### config.mk
export PLATFORM = sky130hd
export DESIGN_NAME = box_motion_flat
export DESIGN_NICKNAME = d
export VERILOG_FILES = /design/src/rtl/box_pkg.sv /design/src/rtl/box_motion_if.sv /design/src/rtl/box_motion_frame_tick_sync.sv /design/src/rtl/box_motion.sv /design/src/flat_wrapper.sv
export SDC_FILE = /design/constraint.sdc
export NUM_CORES = 1
export LEC_CHECK = 0
export ABC_CLOCK_PERIOD_IN_PS = 9050
export CORE_MARGIN = 4
export CORE_UTILIZATION = 45
export CTS_BUF_LIST = sky130_fd_sc_hd__clkbuf_8
export DETAILED_ROUTE_END_ITERATION = 12
export PLACE_DENSITY = 0.68
export SLEW_MARGIN = 20
export SYNTH_ARGS = -nofsm -noshare
export SYNTH_HDL_FRONTEND = slang
export SYNTH_SLANG_ARGS = --single-unit
### constraint.sdc
create_clock -name Clk -period 9.05 [get_ports Clk]
set_input_delay 0.905 -clock Clk [delete_from_list [all_inputs] [get_ports Clk]]
set_output_delay 0.905 -clock Clk [all_outputs]
set_load 0.02 [all_outputs]
### src/rtl/box_pkg.sv
// Shared definitions for the pushable-box sprite: screen geometry, sprite
// size, fall-speed ceiling and the motion state encoding. The box display
// stage imports BOX_SIZE from here so both sides agree on the sprite edge.
package box_pkg;

  typedef enum logic [1:0] {
    REST = 2'd0,
    PUSH = 2'd1,
    FALL = 2'd2
  } box_state_t;

  localparam int SCREEN_W = 640;
  localparam int SCREEN_H = 480;
  localparam int BOX_SIZE = 25;
  localparam int MAX_FALL = 8;

  // Default spawn point (top-left corner of the sprite).
  localparam int INIT_X = 368;
  localparam int INIT_Y = 131;

  // Coordinate, velocity and floor-gap widths.
  localparam int COORD_W = 10;
  localparam int VEL_W   = 4;
  localparam int GAP_W   = 4;

  // Unsigned minimum in the 11-bit clamp domain.
  function automatic logic [10:0] min_u11(input logic [10:0] a, input logic [10:0] b);
    return (a < b) ? a : b;
  endfunction

endpackage

### src/rtl/box_motion_if.sv
// Per-frame handshake between the box motion controller and its
// surroundings: collision/map results and player pushes come in, the box
// coordinate, state and update strobe go out.
interface box_motion_if;
  import box_pkg::*;

  logic               respawn;
  logic               push_left;
  logic               push_right;
  logic               blocked_left;
  logic               blocked_right;
  logic [GAP_W-1:0]   floor_gap;
  logic [COORD_W-1:0] BoxX;
  logic [COORD_W-1:0] BoxY;
  box_state_t         box_state;
  logic               frame_tick;

  // Environment side: drives requests and collision results, reads position.
  modport master (
    output respawn, push_left, push_right, blocked_left, blocked_right, floor_gap,
    input  BoxX, BoxY, box_state, frame_tick
  );

  // Controller side.
  modport slave (
    input  respawn, push_left, push_right, blocked_left, blocked_right, floor_gap,
    output BoxX, BoxY, box_state, frame_tick
  );

endinterface

### src/rtl/box_motion_frame_tick_sync.sv
// frame_tick_sync: brings an asynchronous frame-rate strobe into the clk
// domain through two flops and turns each rising edge into a one-cycle
// tick. A level held high yields a single tick; reusable by any frame-rate
// controller.
module frame_tick_sync (
  input  logic clk,
  input  logic rst_n,
  input  logic async_in,
  output logic tick
);

  logic sync1_q, sync1_d;
  logic sync2_q, sync2_d;
  logic edge_q,  edge_d;

  // Shift the strobe down the synchroniser chain and into the edge register.
  always_comb begin
    sync1_d = async_in;
    sync2_d = sync1_q;
    edge_d  = sync2_q;
  end

  // Synchroniser and edge-detect flops.
  always_ff @(posedge clk or negedge rst_n) begin
    if (!rst_n) begin
      sync1_q <= 1'b0;
      sync2_q <= 1'b0;
      edge_q  <= 1'b0;
    end else begin
      // NOTE: non-blocking so each flop takes its neighbour's pre-edge value;
      // blocking here would collapse the chain into a single stage.
      sync1_q <= sync1_d;
      sync2_q <= sync2_d;
      edge_q  <= edge_d;
    end
  end

  // Rising edge of the synchronised strobe; both terms come from flops.
  assign tick = sync2_q & ~edge_q;

endmodule

### src/rtl/box_motion.sv
// box_motion: frame-rate position controller for the pushable box sprite.
// Holds the top-left coordinate and, once per frame tick, applies respawn,
// gravity (with a fall-speed ceiling and bottom clamp) or a one-pixel push.
// Collision and map lookups live outside; only their per-frame results are
// consumed here.
module box_motion #(
  parameter int INIT_X   = box_pkg::INIT_X,
  parameter int INIT_Y   = box_pkg::INIT_Y,
  parameter int BOX_SIZE = box_pkg::BOX_SIZE,
  parameter int MAX_FALL = box_pkg::MAX_FALL
) (
  input  logic         Clk,
  input  logic         Reset_n,
  input  logic         frame_clk,
  box_motion_if.slave  bus
);
  import box_pkg::*;

  // Rightmost / lowest legal top-left coordinate, in the 11-bit clamp domain.
  localparam logic [10:0]      X_MAX    = 11'(SCREEN_W - BOX_SIZE);
  localparam logic [10:0]      Y_MAX    = 11'(SCREEN_H - BOX_SIZE);
  localparam logic [VEL_W:0]   FALL_CAP = (VEL_W+1)'(MAX_FALL);

  logic tick;

  logic [COORD_W-1:0] box_x_q, box_x_d;
  logic [COORD_W-1:0] box_y_q, box_y_d;
  logic [VEL_W-1:0]   vel_q,   vel_d;
  box_state_t         state_q, state_d;

  logic [VEL_W:0]     vel_inc;
  logic [VEL_W-1:0]   vel_next;
  logic [10:0]        y_room;
  logic [10:0]        step;
  logic [10:0]        y_next;
  logic               push_l_ok;
  logic               push_r_ok;

  frame_tick_sync u_frame_tick_sync (
    .clk      (Clk),
    .rst_n    (Reset_n),
    .async_in (frame_clk),
    .tick     (tick)
  );

  // Next position, speed and state; only a tick cycle changes anything.
  always_comb begin
    // NOTE: every output of this block gets a default first, so no branch
    // can leave one unassigned and infer a latch.
    box_x_d   = box_x_q;
    box_y_d   = box_y_q;
    vel_d     = vel_q;
    state_d   = state_q;

    // Speed after this frame's gravity, saturated at the ceiling.
    vel_inc   = {1'b0, vel_q} + (VEL_W+1)'(1);
    vel_next  = (vel_inc > FALL_CAP) ? FALL_CAP[VEL_W-1:0] : vel_inc[VEL_W-1:0];

    // Distance left to the bottom of the screen.
    y_room    = (Y_MAX > {1'b0, box_y_q}) ? (Y_MAX - {1'b0, box_y_q}) : 11'd0;

    // Fall step: limited by speed, free space below and the screen bottom.
    step      = min_u11(min_u11(11'(vel_next), 11'(bus.floor_gap)), y_room);
    y_next    = {1'b0, box_y_q} + step;

    // A push moves only when it is the sole push and nothing is in the way.
    push_l_ok = bus.push_left && !bus.push_right && !bus.blocked_left &&
                (box_x_q != '0);
    push_r_ok = bus.push_right && !bus.push_left && !bus.blocked_right &&
                ({1'b0, box_x_q} < X_MAX);

    if (tick) begin
      if (bus.respawn) begin
        box_x_d = COORD_W'(INIT_X);
        box_y_d = COORD_W'(INIT_Y);
        vel_d   = '0;
        state_d = REST;
      end else if (bus.floor_gap != '0) begin
        // Airborne: gravity wins and pushes are ignored.
        box_y_d = (y_next > Y_MAX) ? Y_MAX[COORD_W-1:0] : y_next[COORD_W-1:0];
        vel_d   = vel_next;
        state_d = FALL;
      end else begin
        // On the floor: landing clears the speed, then pushes apply.
        vel_d   = '0;
        state_d = REST;
        if (push_l_ok) begin
          box_x_d = box_x_q - COORD_W'(1);
          state_d = PUSH;
        end else if (push_r_ok) begin
          box_x_d = box_x_q + COORD_W'(1);
          state_d = PUSH;
        end
      end
    end
  end

  // Position, speed and state registers; reset returns to the spawn point.
  always_ff @(posedge Clk or negedge Reset_n) begin
    if (!Reset_n) begin
      box_x_q <= COORD_W'(INIT_X);
      box_y_q <= COORD_W'(INIT_Y);
      vel_q   <= '0;
      state_q <= REST;
    end else begin
      box_x_q <= box_x_d;
      box_y_q <= box_y_d;
      vel_q   <= vel_d;
      state_q <= state_d;
    end
  end

  assign bus.BoxX       = box_x_q;
  assign bus.BoxY       = box_y_q;
  assign bus.box_state  = state_q;
  assign bus.frame_tick = tick;

endmodule

### src/flat_wrapper.sv
// flat-port wrapper written by rule: the top's interface ports become plain ports
module box_motion_flat import box_pkg::*;
#(
  parameter int INIT_X   = box_pkg::INIT_X,
  parameter int INIT_Y   = box_pkg::INIT_Y,
  parameter int BOX_SIZE = box_pkg::BOX_SIZE,
  parameter int MAX_FALL = box_pkg::MAX_FALL
)
  (Clk, Reset_n, frame_clk, bus_respawn, bus_push_left, bus_push_right, bus_blocked_left, bus_blocked_right, bus_floor_gap, bus_BoxX, bus_BoxY, bus_box_state, bus_frame_tick);
  box_motion_if bus_i ();
  input  logic Clk;
  input  logic Reset_n;
  input  logic frame_clk;
  input wire logic [$bits(bus_i.respawn)-1:0] bus_respawn;
  input wire logic [$bits(bus_i.push_left)-1:0] bus_push_left;
  input wire logic [$bits(bus_i.push_right)-1:0] bus_push_right;
  input wire logic [$bits(bus_i.blocked_left)-1:0] bus_blocked_left;
  input wire logic [$bits(bus_i.blocked_right)-1:0] bus_blocked_right;
  input wire logic [$bits(bus_i.floor_gap)-1:0] bus_floor_gap;
  output wire logic [$bits(bus_i.BoxX)-1:0] bus_BoxX;
  output wire logic [$bits(bus_i.BoxY)-1:0] bus_BoxY;
  output wire logic [$bits(bus_i.box_state)-1:0] bus_box_state;
  output wire logic [$bits(bus_i.frame_tick)-1:0] bus_frame_tick;
  assign bus_i.respawn = bus_respawn;
  assign bus_i.push_left = bus_push_left;
  assign bus_i.push_right = bus_push_right;
  assign bus_i.blocked_left = bus_blocked_left;
  assign bus_i.blocked_right = bus_blocked_right;
  assign bus_i.floor_gap = bus_floor_gap;
  assign bus_BoxX = bus_i.BoxX;
  assign bus_BoxY = bus_i.BoxY;
  assign bus_box_state = bus_i.box_state;
  assign bus_frame_tick = bus_i.frame_tick;
  box_motion #(.INIT_X(INIT_X), .INIT_Y(INIT_Y), .BOX_SIZE(BOX_SIZE), .MAX_FALL(MAX_FALL)) u_core (.Clk(Clk), .Reset_n(Reset_n), .frame_clk(frame_clk), .bus(bus_i));
endmodule
==> metrics, run 1 <==
status finished clean; share of the synthesized area in the top cell type 22.22%; Pint 0.3133 mW; Flop pwr share 32.4%; Logic pwr share 44.9%; final period utilization 67.71%; share of cells above drive strength 1 7.485%; Die Area 6756 µm²; aggregate global routing overflow 0; non-filler cells, final 404; RSZ-0062 raised after global routing no; Slew HR 54.95%; diodes inserted 0; Final Slew Violations 0; row cnt 26; core area 5205 µm²; nets@finish 375; DR WL/cell 14.35 µm; Max Cap Viol 0; H-tree depth 2; minimum clock period 6127 ps; hpwl dp 4584 µm; ys async rst share 100.0%; initial drt markers 100; Ys Warns 0; clock share of power 22.7%; skew final 1.258 ps; post-CTS sizing 0; Ports 35; Initial Util 47.60%; commonest non-fill, non-tap cell in the layout clkdlybuf4s50_1; crit path from u_core.vel_q[0]$_DFFE_PN0P_; hold crit path type reg -> reg; CTS tree yes; Final ANT Viol Nets 0; deepest clock path buffer count 2; total global-route track usage 18.26%; critical path arrival 6290 ps; R2R Path Start u_core.vel_q[0]$_DFFE_PN0P_; setup_tns 0 ps; FF+latch count, synth 29; most frequent cells in the layout 34 x clkdlybuf4s50_1, 28 x ha_1, 25 x nor2_1; kind of critical path reg -> reg; die width 82.20 µm; Pre-antenna DRT Iters 4; clock-pin slew on the worst setup and hold paths 60 ps; first-pass GRT wire length 9777 µm; CP endpoint kind register; TritonCTS buffer count 5; Post-CTS Hold Fix Bufs 0; Max VDD drop 0.09880 mV; dominant cells by area after synthesis dfrtp_1 22%, ha_1 14%, dfstp_2 7.4%; Syn Area/Cell 8.632 µm²; Crit Path Max Fanout 6; vias per cell 5.552; P_sw 0.1892 mW; CTS Sinks 29; drt total wl 5796 µm; via count 2243; clock latency on the worst-skew pair 270 ps; vias in the first global route 2068; max frequency 0.1632 GHz; Placed Cells 396; Post-Synthesis Cell Area 2477 µm²; hold path startpoint u_core.u_frame_tick_sync.sync1_q$_DFF_PN0_; register area share after synthesis 29.65%; Post-DP Area 2930 µm²; Die Y 82.20 µm; # setup viols final 0; Final Hold Viols 0; leading area contributor after synthesis dfrtp_1; pwr dens 165.8 nW/µm²; initial antenna violation count 0; Port Buffers 34; Net Sw Frac 37.65%; final instance area 3032 µm²; Tightest Pin Transition 670.7 ps; top_reg_cell synth dfrtp_1; routability cong. 0.7976; Post-CTS Setup Bufs 0; P&R area growth vs syn 22.37%; required time of the critical path 9210 ps; Mapped Cells 287; static leakage 1.356 nW; drt drc 0; Root Driver clkbuf_8; Post-synth EDFFs 0; synth unique cells 53; largest net degree at the start of global routing 30; crit start category register
-- flip-flops by register name, summed over array words and instances (netlist names) --
| signal | count |
|---|---|
| u_core.bus.box_state | 2 |
| u_core.u_frame_tick_sync.edge_d | 1 |
| u_core.bus.BoxY | 10 |
| u_core.bus.BoxX | 10 |
| u_core.u_frame_tick_sync.edge_q | 1 |
| u_core.vel_q | 4 |
| u_core.u_frame_tick_sync.sync1_q | 1 |
-- critical path, stage by stage (launching register included) --
cell,delay [ps]
dfrtp_1,440
ha_1,270
nor3_1,190
a21oi_1,130
a21boi_0,410
ha_1,310
o21ai_0,290
a31oi_1,60
o21ai_0,170
nand2b_1,120
mux2i_1,210
inv_1,70
ha_1,270
nor3_1,40
a2111oi_0,370
o21ai_1,230
mux2i_1,170
ha_1,240
fa_1,410
a211oi_1,420
o21ai_0,160
a31oi_1,250
xnor2_1,170
nand4b_1,280
a32o_1,340
-- power groups by stage --
stage	Combinational, mW	Clock [mW]	Sequential (mW)
floorplan	0.154	0	0.170
global placement	0.222	0	0.165
detailed placement	0.224	0	0.165
CTS	0.225	0.118	0.163
global route	0.257	0.123	0.165
finish	0.226	0.114	0.163
-- final timing paths --
check | slack [ps] | endpoint | depth (start not counted)
max in group asynchronous | 7730 | u_core.bus.BoxY[0]$_DFFE_PN1P_ | 2
worst max register to register | 2920 | u_core.bus.BoxY[5]$_DFFE_PN0P_ | 24
min in group asynchronous | 1010 | u_core.bus.BoxX[3]$_DFFE_PN0P_ | 2
worst min register to register | 360 | u_core.u_frame_tick_sync.edge_d$_DFF_PN0_ | 0
worst min-delay path | 360 | u_core.u_frame_tick_sync.edge_d$_DFF_PN0_ | 0
worst max-delay path | 2920 | u_core.bus.BoxY[5]$_DFFE_PN0P_ | 24
-- cells in the mapped netlist, types with 2 or more instances --
| cell | count |
|---|---|
| a2111oi_0 | 3 |
| a211oi_1 | 6 |
| a21o_1 | 3 |
| a21oi_1 | 15 |
| a22o_1 | 4 |
| a31oi_1 | 5 |
| a32o_1 | 3 |
| a32oi_1 | 2 |
| dfrtp_1 | 22 |
| dfstp_2 | 7 |
| fa_1 | 2 |
| ha_1 | 28 |
| inv_1 | 20 |
| mux2i_1 | 7 |
| nand2_1 | 21 |
| nand2b_1 | 3 |
| nand3_1 | 14 |
| nand4b_1 | 2 |
| nor2_1 | 25 |
| nor2b_1 | 2 |
| nor3_1 | 11 |
| nor4_1 | 4 |
| o211ai_1 | 2 |
| o21a_1 | 4 |
| o21ai_0 | 18 |
| o21ai_1 | 6 |
| o22a_1 | 4 |
| or2_2 | 4 |
| or3_1 | 4 |
| xnor2_1 | 9 |
| xor2_1 | 5 |
-- final cells by class --
class / count / area (µm²)
Inverter: 20 / 75.07
Clock inverter: 1 / 5.005
Clock buffer: 7 / 96.34
Sequential cell: 29 / 734.5
Multi-Input combinational cell: 241 / 1678
Tap cell: 70 / 87.58
Fill cell: 496 / 2173
Timing Repair Buffer: 36 / 355.3
-- logic make-up after synthesis --
kind of cell	share of synthesized area, %
muxes	2.828
other	0.1514
xor gates and xnor gates	4.950
and+or+nand+nor	19.80
buffers and inverters	3.383
AOI/OAI and AO/OA	23.49
adders and majority gates	15.76
DFF	29.65
-- metrics by stage --
| step | worst slack, ps | util [%] | total power, mW | hold slack [ps] |
|---|---|---|---|---|
| after floorplan | 3699 | - | 0.3244 | 331.2 |
| after global placement | 3040 | 56.30 | 0.3874 | 351.0 |
| after detailed placement | 2947 | 56.30 | 0.3887 | 349.0 |
| after CTS | 2921 | 58.25 | 0.5057 | 360.2 |
| after global routing | 2306 | 58.25 | 0.5447 | 362.9 |
| final | 2923 | 58.25 | 0.5026 | 356.0 |
-- per-layer routing --
metal	part of all wire (%)	track usage, %
met1	52	27.11
met2	44	28.13
met3	3.2	3.037
met4	0.36	2.990
met5	0	0
Note: power is estimated with default switching activity, not from simulation.
==> inputs of run 2 (changes only) <==
--- a/config.mk
+++ b/config.mk
@@ -5,12 +5,12 @@
 export SDC_FILE = /design/constraint.sdc
 export NUM_CORES = 1
 export LEC_CHECK = 0
-export ABC_CLOCK_PERIOD_IN_PS = 9050
+export ABC_CLOCK_PERIOD_IN_PS = 5400
 export CORE_MARGIN = 4
 export CORE_UTILIZATION = 45
 export CTS_BUF_LIST = sky130_fd_sc_hd__clkbuf_8
 export DETAILED_ROUTE_END_ITERATION = 12
-export PLACE_DENSITY = 0.68
+export PLACE_DENSITY = 0.7
 export SLEW_MARGIN = 20
 export SYNTH_ARGS = -nofsm -noshare
 export SYNTH_HDL_FRONTEND = slang
==> constraint.sdc (replaced) <==
create_clock -name Clk -period 5.4 [get_ports Clk]
set_input_delay 0.54 -clock Clk [delete_from_list [all_inputs] [get_ports Clk]]
set_output_delay 0.54 -clock Clk [all_outputs]
set_load 0.02 [all_outputs]
==> metrics, run 2 (same netlist as run 1, synthesis figures left out) <==
final design utilization 64.57% (+6.3 points); cells on worst reg2reg path 25 (+4.2%); deepest clock path buffer count 2 (unchanged); CTS tree yes; crit path from u_core.vel_q[0]$_DFFE_PN0P_; hpwl dp 4756 µm (+3.7%); Logic pwr share 55.9% (+11 points); DR WL/cell 15.39 µm (+7.3%); skew final 2.101 ps (+0.8426 ps); Net Sw Frac 40.19% (+2.5 points); CTS Sinks 29 (unchanged); Port Buffers 34 (unchanged); Tightest Pin Transition 663.3 ps (-7.317 ps); max frequency 0.1897 GHz (+16%); required time of the critical path 5610 ps (-3600 ps); RSZ-0062 raised after global routing yes; TritonCTS buffer count 5 (unchanged); via count 2411 (+7.5%); Reg area 734.5 µm² (unchanged); DP Worst Slack -163.6 ps (-3111 ps); routability cong. 0.8807 (+10%); kind of critical path reg -> reg; Die Area 6756 µm² (unchanged); FILL cells 454 (-8.5%); H-tree depth 2 (unchanged); row cnt 26 (unchanged); Root Driver clkbuf_8; Pint 0.5997 mW (+91%); P_sw 0.4030 mW (+110%); Multi-input gate area 1868 µm² (+11%); drt total wl 6542 µm (+13%); Final ANT Viol Nets 0 (unchanged); commonest non-fill, non-tap cell in the layout clkdlybuf4s50_1; Initial Util 47.60% (unchanged); critical path arrival 5480 ps (-810 ps); Crit Path Max Fanout 5 (-1); Max Cap Viol 0 (unchanged); R2R Path Start u_core.vel_q[0]$_DFFE_PN0P_; Worst Setup EP u_core.bus.BoxY[2]$_DFFE_PN0P_; total global-route track usage 19.81% (+1.6 points); clock latency on the worst-skew pair 290 ps (+20 ps); core area 5205 µm² (unchanged); clock share of power 17.3% (-5.4 points); Flop pwr share 26.9% (-5.5 points); vias per cell 5.673 (+2.2%); drt drc 0 (unchanged); clock-pin slew on the worst setup and hold paths 60 ps (about the same); crit start category register; Pre-antenna DRT Iters 4 (unchanged); vias in the first global route 2249 (+8.8%); Ports 35 (unchanged); Max VDD drop 0.1860 mV (+88%); hold crit path type reg -> reg; final worst-path setup slack 129.0 ps (-2793 ps); aggregate global routing overflow 0 (unchanged); static leakage 1.471 nW (+8.5%); die width 82.20 µm (unchanged); # setup viols final 0 (unchanged); Slew HR 55.48% (+0.54 points); final period utilization 97.61% (+30 points); nets@finish 396 (+5.6%); Die Y 82.20 µm (unchanged); Tot Pwr 1.003 mW (+100%); P&R area growth vs syn 35.66%; Final Slew Violations 0 (unchanged); CP endpoint kind register; r2r endpoint u_core.bus.BoxY[2]$_DFFE_PN0P_; diodes inserted 0 (unchanged); largest net degree at the start of global routing 30 (unchanged); share of cells above drive strength 1 20.85% (+13 points); Post-DP Area 3020 µm² (+3.1%); initial drt markers 114 (+14%); most frequent cells in the layout 34 x clkdlybuf4s50_1, 24 x ha_1, 23 x buf_4; pwr dens 298.4 nW/µm² (+80%); initial antenna violation count 0 (unchanged); Final Hold Viols 0 (unchanged); final instance area 3361 µm² (+11%); minimum clock period 5271 ps (-856.5 ps); first-pass GRT wire length 10430 µm (+6.6%); r2r setup slk 130 ps (-2790 ps); status finished clean
## run 2: changes by cell type in the layout (fill, tap and decap cells not counted), sizes merged
cell    delta
clkinv     +1
inv        +1
clkbuf     -2
buf       +21
## run 2: power groups by stage
| stage | clock [mW] | sequential, mW | combinational [mW] |
|---|---|---|---|
| 4_1_cts | 0.174 | 0.269 | 0.424 |
| 3_5_place_dp | 0 | 0.273 | 0.418 |
| 3_3_place_gp | 0 | 0.273 | 0.410 |
| 5_1_grt | 0.186 | 0.274 | 0.614 |
| 2_1_floorplan | 0 | 0.285 | 0.258 |
| 6_report | 0.173 | 0.269 | 0.560 |
## run 2: how the worst min path moves through the flow
| stage | startpoint | to | cells past startpoint |
|---|---|---|---|
| floorplan | Reset_n | u_core.bus.BoxX[0]$_DFFE_PN0P_ | 0 |
| global placement | u_core.u_frame_tick_sync.sync1_q$_DFF_PN0_ | u_core.u_frame_tick_sync.edge_d$_DFF_PN0_ | 0 |
| detailed placement | u_core.u_frame_tick_sync.sync1_q$_DFF_PN0_ | u_core.u_frame_tick_sync.edge_d$_DFF_PN0_ | 0 |
| CTS | u_core.u_frame_tick_sync.sync1_q$_DFF_PN0_ | u_core.u_frame_tick_sync.edge_d$_DFF_PN0_ | 0 |
| global route | u_core.u_frame_tick_sync.sync1_q$_DFF_PN0_ | u_core.u_frame_tick_sync.edge_d$_DFF_PN0_ | 0 |
| finish | u_core.u_frame_tick_sync.sync1_q$_DFF_PN0_ | u_core.u_frame_tick_sync.edge_d$_DFF_PN0_ | 0 |
## run 2: layer usage
metal  up-vias  track usage (%)  routed length, µm
li1       1202                -                  -
met1      1152            26.89               3050
met2        48            32.37               3159
met3         9            3.796                255
met4         0            4.817                 76
met5         -                0                  0
## run 2: worst max-delay path: stages (launching register included)
cell and delay (ps):
dfrtp_1 380, buf_4 160, ha_1 280, a21boi_2 160
ha_2 320, o21ai_2 60, a31oi_1 160, o21ai_1 90
nand2b_1 140, mux2i_1 280, inv_1 110, ha_4 290
nor2_4 30, a2111oi_4 330, o21ai_2 120, mux2i_1 150
ha_2 260, fa_2 400, a211oi_2 180, buf_4 180
nor2_4 40, o31ai_4 270, xnor2_2 160, nand4b_1 250
buf_4 230, a31oi_1 150
## run 2: what timing repair did
action	4_1_cts	5_1_grt
setup buffers	0	9
resized for setup	4	39
pin swaps	3	23
hold buffers	0	0
setup endpoints to repair	7	9
## run 2: through the flow
step / hold WS (ps) / std cells / TNS [ps]
after detailed placement: 337.2 / 408 / -1059
after floorplan: 244.4 / 292 / 0
after global routing: 354.0 / 425 / -1537
after global placement: 332.9 / 408 / 0
final: 358.4 / 425 / 0
after CTS: 351.1 / 416 / 0
## run 2: area by class of cell
cell class,instances,area share [%]
Multi-Input combinational cell,241,55.58
Tap cell,70,2.606
Sequential cell,29,21.85
Clock buffer,5,2.048
Clock inverter,3,0.4095
Timing Repair Buffer,57,15.26
Inverter,20,2.234
==> inputs of run 3 (changes only) <==
--- a/config.mk
+++ b/config.mk
@@ -7,10 +7,10 @@
 export LEC_CHECK = 0
 export ABC_CLOCK_PERIOD_IN_PS = 5400
 export CORE_MARGIN = 4
-export CORE_UTILIZATION = 45
+export CORE_UTILIZATION = 43
 export CTS_BUF_LIST = sky130_fd_sc_hd__clkbuf_8
 export DETAILED_ROUTE_END_ITERATION = 12
-export PLACE_DENSITY = 0.7
+export PLACE_DENSITY = 0.68
 export SLEW_MARGIN = 20
 export SYNTH_ARGS = -nofsm -noshare
 export SYNTH_HDL_FRONTEND = slang
==> metrics, run 3 (same netlist as run 1, synthesis figures left out) <==
status finished clean; kind of critical path reg -> reg; CTS tree yes; crit start category register; Pre-antenna DRT Iters 4 (unchanged); Max Cap Viol 0 (unchanged); drt total wl 5994 µm (-8.4%); drt drc 0 (unchanged); Crit Path Max Fanout 5 (unchanged); DR WL/cell 14.24 µm (-7.5%); max frequency 0.1964 GHz (+3.5%); hold crit path type reg -> reg; Tightest Pin Transition 665.7 ps (+2.377 ps); Ports 35 (unchanged); die width 83.91 µm (+2.1%); CP endpoint kind register; required time of the critical path 5610 ps (about the same); deepest clock path buffer count 2 (unchanged); initial drt markers 109 (-4.4%); Die Area 7040 µm² (+4.2%); diodes inserted 0 (unchanged); clock-pin slew on the worst setup and hold paths 60 ps (about the same); minimum clock period 5092 ps (-178.7 ps); TritonCTS buffer count 5 (unchanged); Max VDD drop 0.2198 mV (+18%); CTS Sinks 29 (unchanged); initial antenna violation count 0 (unchanged); vias per cell 5.570 (-1.8%); final instance area 3232 µm² (-3.8%); skew final 3.744 ps (+1.643 ps); commonest non-fill, non-tap cell in the layout clkdlybuf4s50_1; WHS 348.6 ps (-9.752 ps); aggregate global routing overflow 0 (unchanged); Slew HR 55.28% (-0.20 points); routability cong. 0.8702 (-1.2%); share of cells above drive strength 1 16.05% (-4.8 points); Port Buffers 34 (unchanged); clock latency on the worst-skew pair 280 ps (about the same); total global-route track usage 17.37% (-2.4 points); # setup viols final 0 (unchanged); nets@finish 390 (-1.5%); Root Driver clkbuf_8; static leakage 1.433 nW (-2.5%); final period utilization 94.30% (-3.3 points); H-tree depth 2 (unchanged); Final Hold Viols 0 (unchanged); setup_tns 0 ps (unchanged); P&R area growth vs syn 30.45%; Final Slew Violations 0 (unchanged); critical path's slowest cell fa_2; most frequent cells in the layout 34 x clkdlybuf4s50_1, 26 x ha_1, 24 x nor2_1; Post-CTS Hold Fix Bufs 0 (unchanged); Final ANT Viol Nets 0 (unchanged); core area 5540 µm² (+6.4%); Die Y 83.91 µm (+2.1%); pwr dens 301.5 nW/µm² (+1.0%); Post-DP Area 3030 µm² (+0.33%); vias in the first global route 2162 (-3.9%); via count 2345 (-2.7%); row cnt 27 (+3.8%); Initial Util 44.72% (-2.9 points); Worst path max stage delay 360 ps (-40 ps); first-pass GRT wire length 10180 µm (-2.3%); hpwl dp 4633 µm (-2.6%); critical path arrival 5300 ps (-180 ps); largest net degree at the start of global routing 30 (unchanged)
==> run 3: final cells by class <==
cell class	instances	area [µm²]
fillers	516	2308
multi-input cells	241	1748
flip-flops and latches	29	734.5
repair buffers	51	467.9
well taps	72	90.09
clock buffers	6	82.58
inverters	20	75.07
clock inverters	2	33.78
==> run 3: worst paths after layout <==
path,slack (ps),depth (start not counted),to,from
max,310,26,u_core.bus.BoxY[2]$_DFFE_PN0P_,u_core.vel_q[0]$_DFFE_PN0P_
min,350,0,u_core.u_frame_tick_sync.edge_d$_DFF_PN0_,u_core.u_frame_tick_sync.sync1_q$_DFF_PN0_
max reg2reg,310,26,u_core.bus.BoxY[2]$_DFFE_PN0P_,u_core.vel_q[0]$_DFFE_PN0P_
min reg2reg,350,0,u_core.u_frame_tick_sync.edge_d$_DFF_PN0_,u_core.u_frame_tick_sync.sync1_q$_DFF_PN0_
max in group asynchronous,4460,2,u_core.bus.BoxY[0]$_DFFE_PN1P_,Reset_n
min in group asynchronous,630,2,u_core.bus.BoxY[8]$_DFFE_PN0P_,Reset_n
==> run 3: what timing repair did <==
action / in CTS / in global routing
pin swaps: 3 / 8
buffers inserted: 0 / 2
resized for setup: 2 / 21
endpoints found under the hold margin: 0 / 0
setup endpoints to repair: 7 / 9
==> run 3: per-stage QoR <==
stage          setup slack (ps)  power (mW)  cells  util [%]
3_3_place_gp              27.61      0.6930    411     54.70
3_5_place_dp             -90.83      0.6965    411     54.70
6_report                  307.7      0.9743    421     58.33
4_1_cts                   27.26      0.9363    419     56.82
5_1_grt                  -40.40       1.050    421     58.33
2_1_floorplan             48.87      0.5437    292         -
==> run 3: worst max-delay path, delay by kind of cell, from the launching register on <==
kind,cells,cell delay [ps]
adders and majority gates,4,1120
buffers and inverters,4,570
DFF,1,350
AOI/OAI and AO/OA,10,1610
xor gates and xnor gates,2,310
muxes,2,370
and+or+nand+nor,4,660
==> run 3: where the power goes <==
| part | switching (mW) | total, mW | leakage [nW] | internal, mW |
|---|---|---|---|---|
| clock network | 0.0801 | 0.228 | 0.0626 | 0.148 |
| registers | 0.0297 | 0.270 | 0.366 | 0.240 |
| logic | 0.244 | 0.476 | 1.00 | 0.232 |
| total | 0.354 | 0.974 | 1.43 | 0.621 |
==> run 3: routing by layer <==
metal / wire length (µm) / up-vias / global-route usage (%)
li1: - / 1194 / -
met1: 2988 / 1112 / 24.09
met2: 2754 / 33 / 27.91
met3: 203 / 6 / 3.653
met4: 48 / 0 / 3.509
met5: 0 / - / 0
==> edit, RTL diff (config.mk and constraints of run 3) <==
Reset style: synchronous (`Reset_n` and `rst_n`), changed in 2 clocked blocks. Comments in the files are not updated.
--- a/src/rtl/box_motion_frame_tick_sync.sv
+++ b/src/rtl/box_motion_frame_tick_sync.sv
@@ -21,7 +21,7 @@
   end
 
   // Synchroniser and edge-detect flops.
-  always_ff @(posedge clk or negedge rst_n) begin
+  always_ff @(posedge clk) begin
     if (!rst_n) begin
       sync1_q <= 1'b0;
       sync2_q <= 1'b0;
--- a/src/rtl/box_motion.sv
+++ b/src/rtl/box_motion.sv
@@ -96,7 +96,7 @@
   end
 
   // Position, speed and state registers; reset returns to the spawn point.
-  always_ff @(posedge Clk or negedge Reset_n) begin
+  always_ff @(posedge Clk) begin
     if (!Reset_n) begin
       box_x_q <= COORD_W'(INIT_X);
       box_y_q <= COORD_W'(INIT_Y);
Function: differs if Reset_n is asserted again (counterexample within 4 cycles, from zero or initial values and one cycle with Reset_n low); with Reset_n held inactive, the same outputs for 10 cycles.
==> edit against run 3 <==
  * Cell area rose by 3.9%
  * Routed wire length increased by 13%
  * Worst setup slack worse by 190 ps
  * Critical path depth fell by 3
  * First-iteration DRC count up 12%
  * Maximum frequency is 3.7% lower
  * Area after synthesis up 1.5%
  * Critical path type unchanged
  * Critical endpoint is now u_core.bus.BoxY[4]$_SDFFE_PN0P_
  * Sequential cell count unchanged
Power is not compared: it rests on default switching activity, and its combinational part moved more than twofold at a synthesized area within 25%.
==> edit: results (changes against run 3) <==
metric,value,unit,change
status,completed,,
p_sw,0.000152,W,
syn_area_per_cell,7.93,µm²,-8.1%
ys_ff_latch,29,,unchanged
powerSeq,0.000220,W,
yosysSeqAreaShare,23.1,%,-6.6 points
synth.area.top_cells,"dfxtp_1, ha_1, a21oi_1, nor2_1, o21ai_0",,
p_leak,1.36,nW,
endpoint,u_core.bus.BoxY[4]$_SDFFE_PN0P_,,
drt_iter0_drc,122,,+12%
synthToLayoutAreaGrowth,33.6,%,
antenna_found_initial,0,,unchanged
via_per_inst,5.65,,+1.4%
grt_use_total,19.3,%,+1.9 points
dr.pass1.iters,4,,unchanged
cp_max_fo,5,,unchanged
dp_hpwl,5120,µm,+11%
p_comb_share,22.9,%,
hp-class,reg2reg,,
hold_slack,442,ps,+93.4 ps
drive_gt1_share,16.9,%,+0.88 points
fillers,533,,+3.3%
yosysWarnings,0,,unchanged
min_to,u_core.u_frame_tick_sync.edge_d$_SDFF_PN0_,,
holdPathStages,1,,+1
place_area,0.00308,mm²,+1.7%
r2r_start,u_core.vel_q[0]$_SDFFE_PN0P_,,
synthArstFlopShare,0,%,-100 points
grt_max_degree,17,,-43%
synth_cell_type_count,59,,+11%
routedWlPerCell,14.9,µm,+4.7%
synthTopCellsByCount,"dfxtp_1, ha_1, nor2_1",,
cp.arrival,5460,ps,+160 ps
gp_congestion,0.934,,+7.3%
htree_num_levels,2,,unchanged
crit_path_top_delay_cell,a2111o_1,,
cts_buffer_depth,2,,unchanged
rr_worst_depth,23,,-12%
cts_made_buffers,5,,unchanged
r2r_slack,110,ps,-190 ps
fin_nets,425,,+9.0%
critPathMaxStageDelay,490,ps,+130 ps
min_from,u_core.u_frame_tick_sync.sync1_q$_SDFF_PN0_,,
skew,7.35,ps,+3.60 ps
ir_drop,0.0805,mV,
slew_headroom,31.9,%,-23 points
io_buffers,34,,unchanged
vias,2576,,+9.9%
dpl.cell_count,442,,+7.5%
grt_pass1_wl,11400,µm,+11%
grt_pass1_vias,2497,,+15%
[edit: cell types whose count changed in the layout (fill, tap and decap cells not counted), moves of 6 or more]
cell,run 3,this run
a21oi_1,14,20
a22oi_1,0,6
buf_4,17,24
dfrtp_1,22,0
dfstp_2,7,0
dfxtp_1,0,27
[edit: repair_timing]
item,4_1_cts,5_1_grt
buffers inserted,2,4
gates resized for setup,9,28
pin swaps,6,26
setup endpoints to repair,9,9
endpoints found under the hold margin,0,0
[edit: through the flow]
stage / power (W) / worst slack [ps]
6_report: 0.000512 / 113
5_1_grt: 0.000540 / -187
4_1_cts: 0.000508 / 22.8
3_5_place_dp: 0.000329 / -230
3_3_place_gp: 0.000328 / -46.9
2_1_floorplan: 0.000291 / 196
[edit: cell families after synthesis]
group           count (synthesis)  share of synthesized area (%)
simple gates                  111                           22.5
compound gates                101                           28.2
fa+ha+maj                      30                           15.5
flops                          29                           23.1
buf+inv                        28                           4.23
xor+xnor                       11                           3.83
mux                             6                           2.44
other cells                     1                          0.149
[edit: critical path: cells and delay by family (launching register included)]
kind / cells / cell delay, ps
AO/OA/AOI/OAI: 10 / 2090
AND/OR/NAND/NOR: 5 / 830
multiplexers: 2 / 610
adder cells (fa/ha/maj): 4 / 1050
buffers and inverters: 2 / 210
flip-flops: 1 / 380
[edit: layout make-up]
cell class | count | area share, %
Multi-Input combinational cell | 265 | 59.1
Timing Repair Buffer | 58 | 15.5
Tap cell | 72 | 2.68
Sequential cell | 29 | 17.5
Clock buffer | 5 | 2.05
Clock inverter | 3 | 0.522
Inverter | 24 | 2.68
[edit: metal layers]
metal | GRT usage (%) | vias up | share of wire [%]
met5 | 0 | - | 0
met4 | 9.35 | 0 | 2.4
met3 | 2.45 | 11 | 4.3
met2 | 30.3 | 59 | 45
met1 | 26.1 | 1197 | 48
li1 | - | 1309 | -
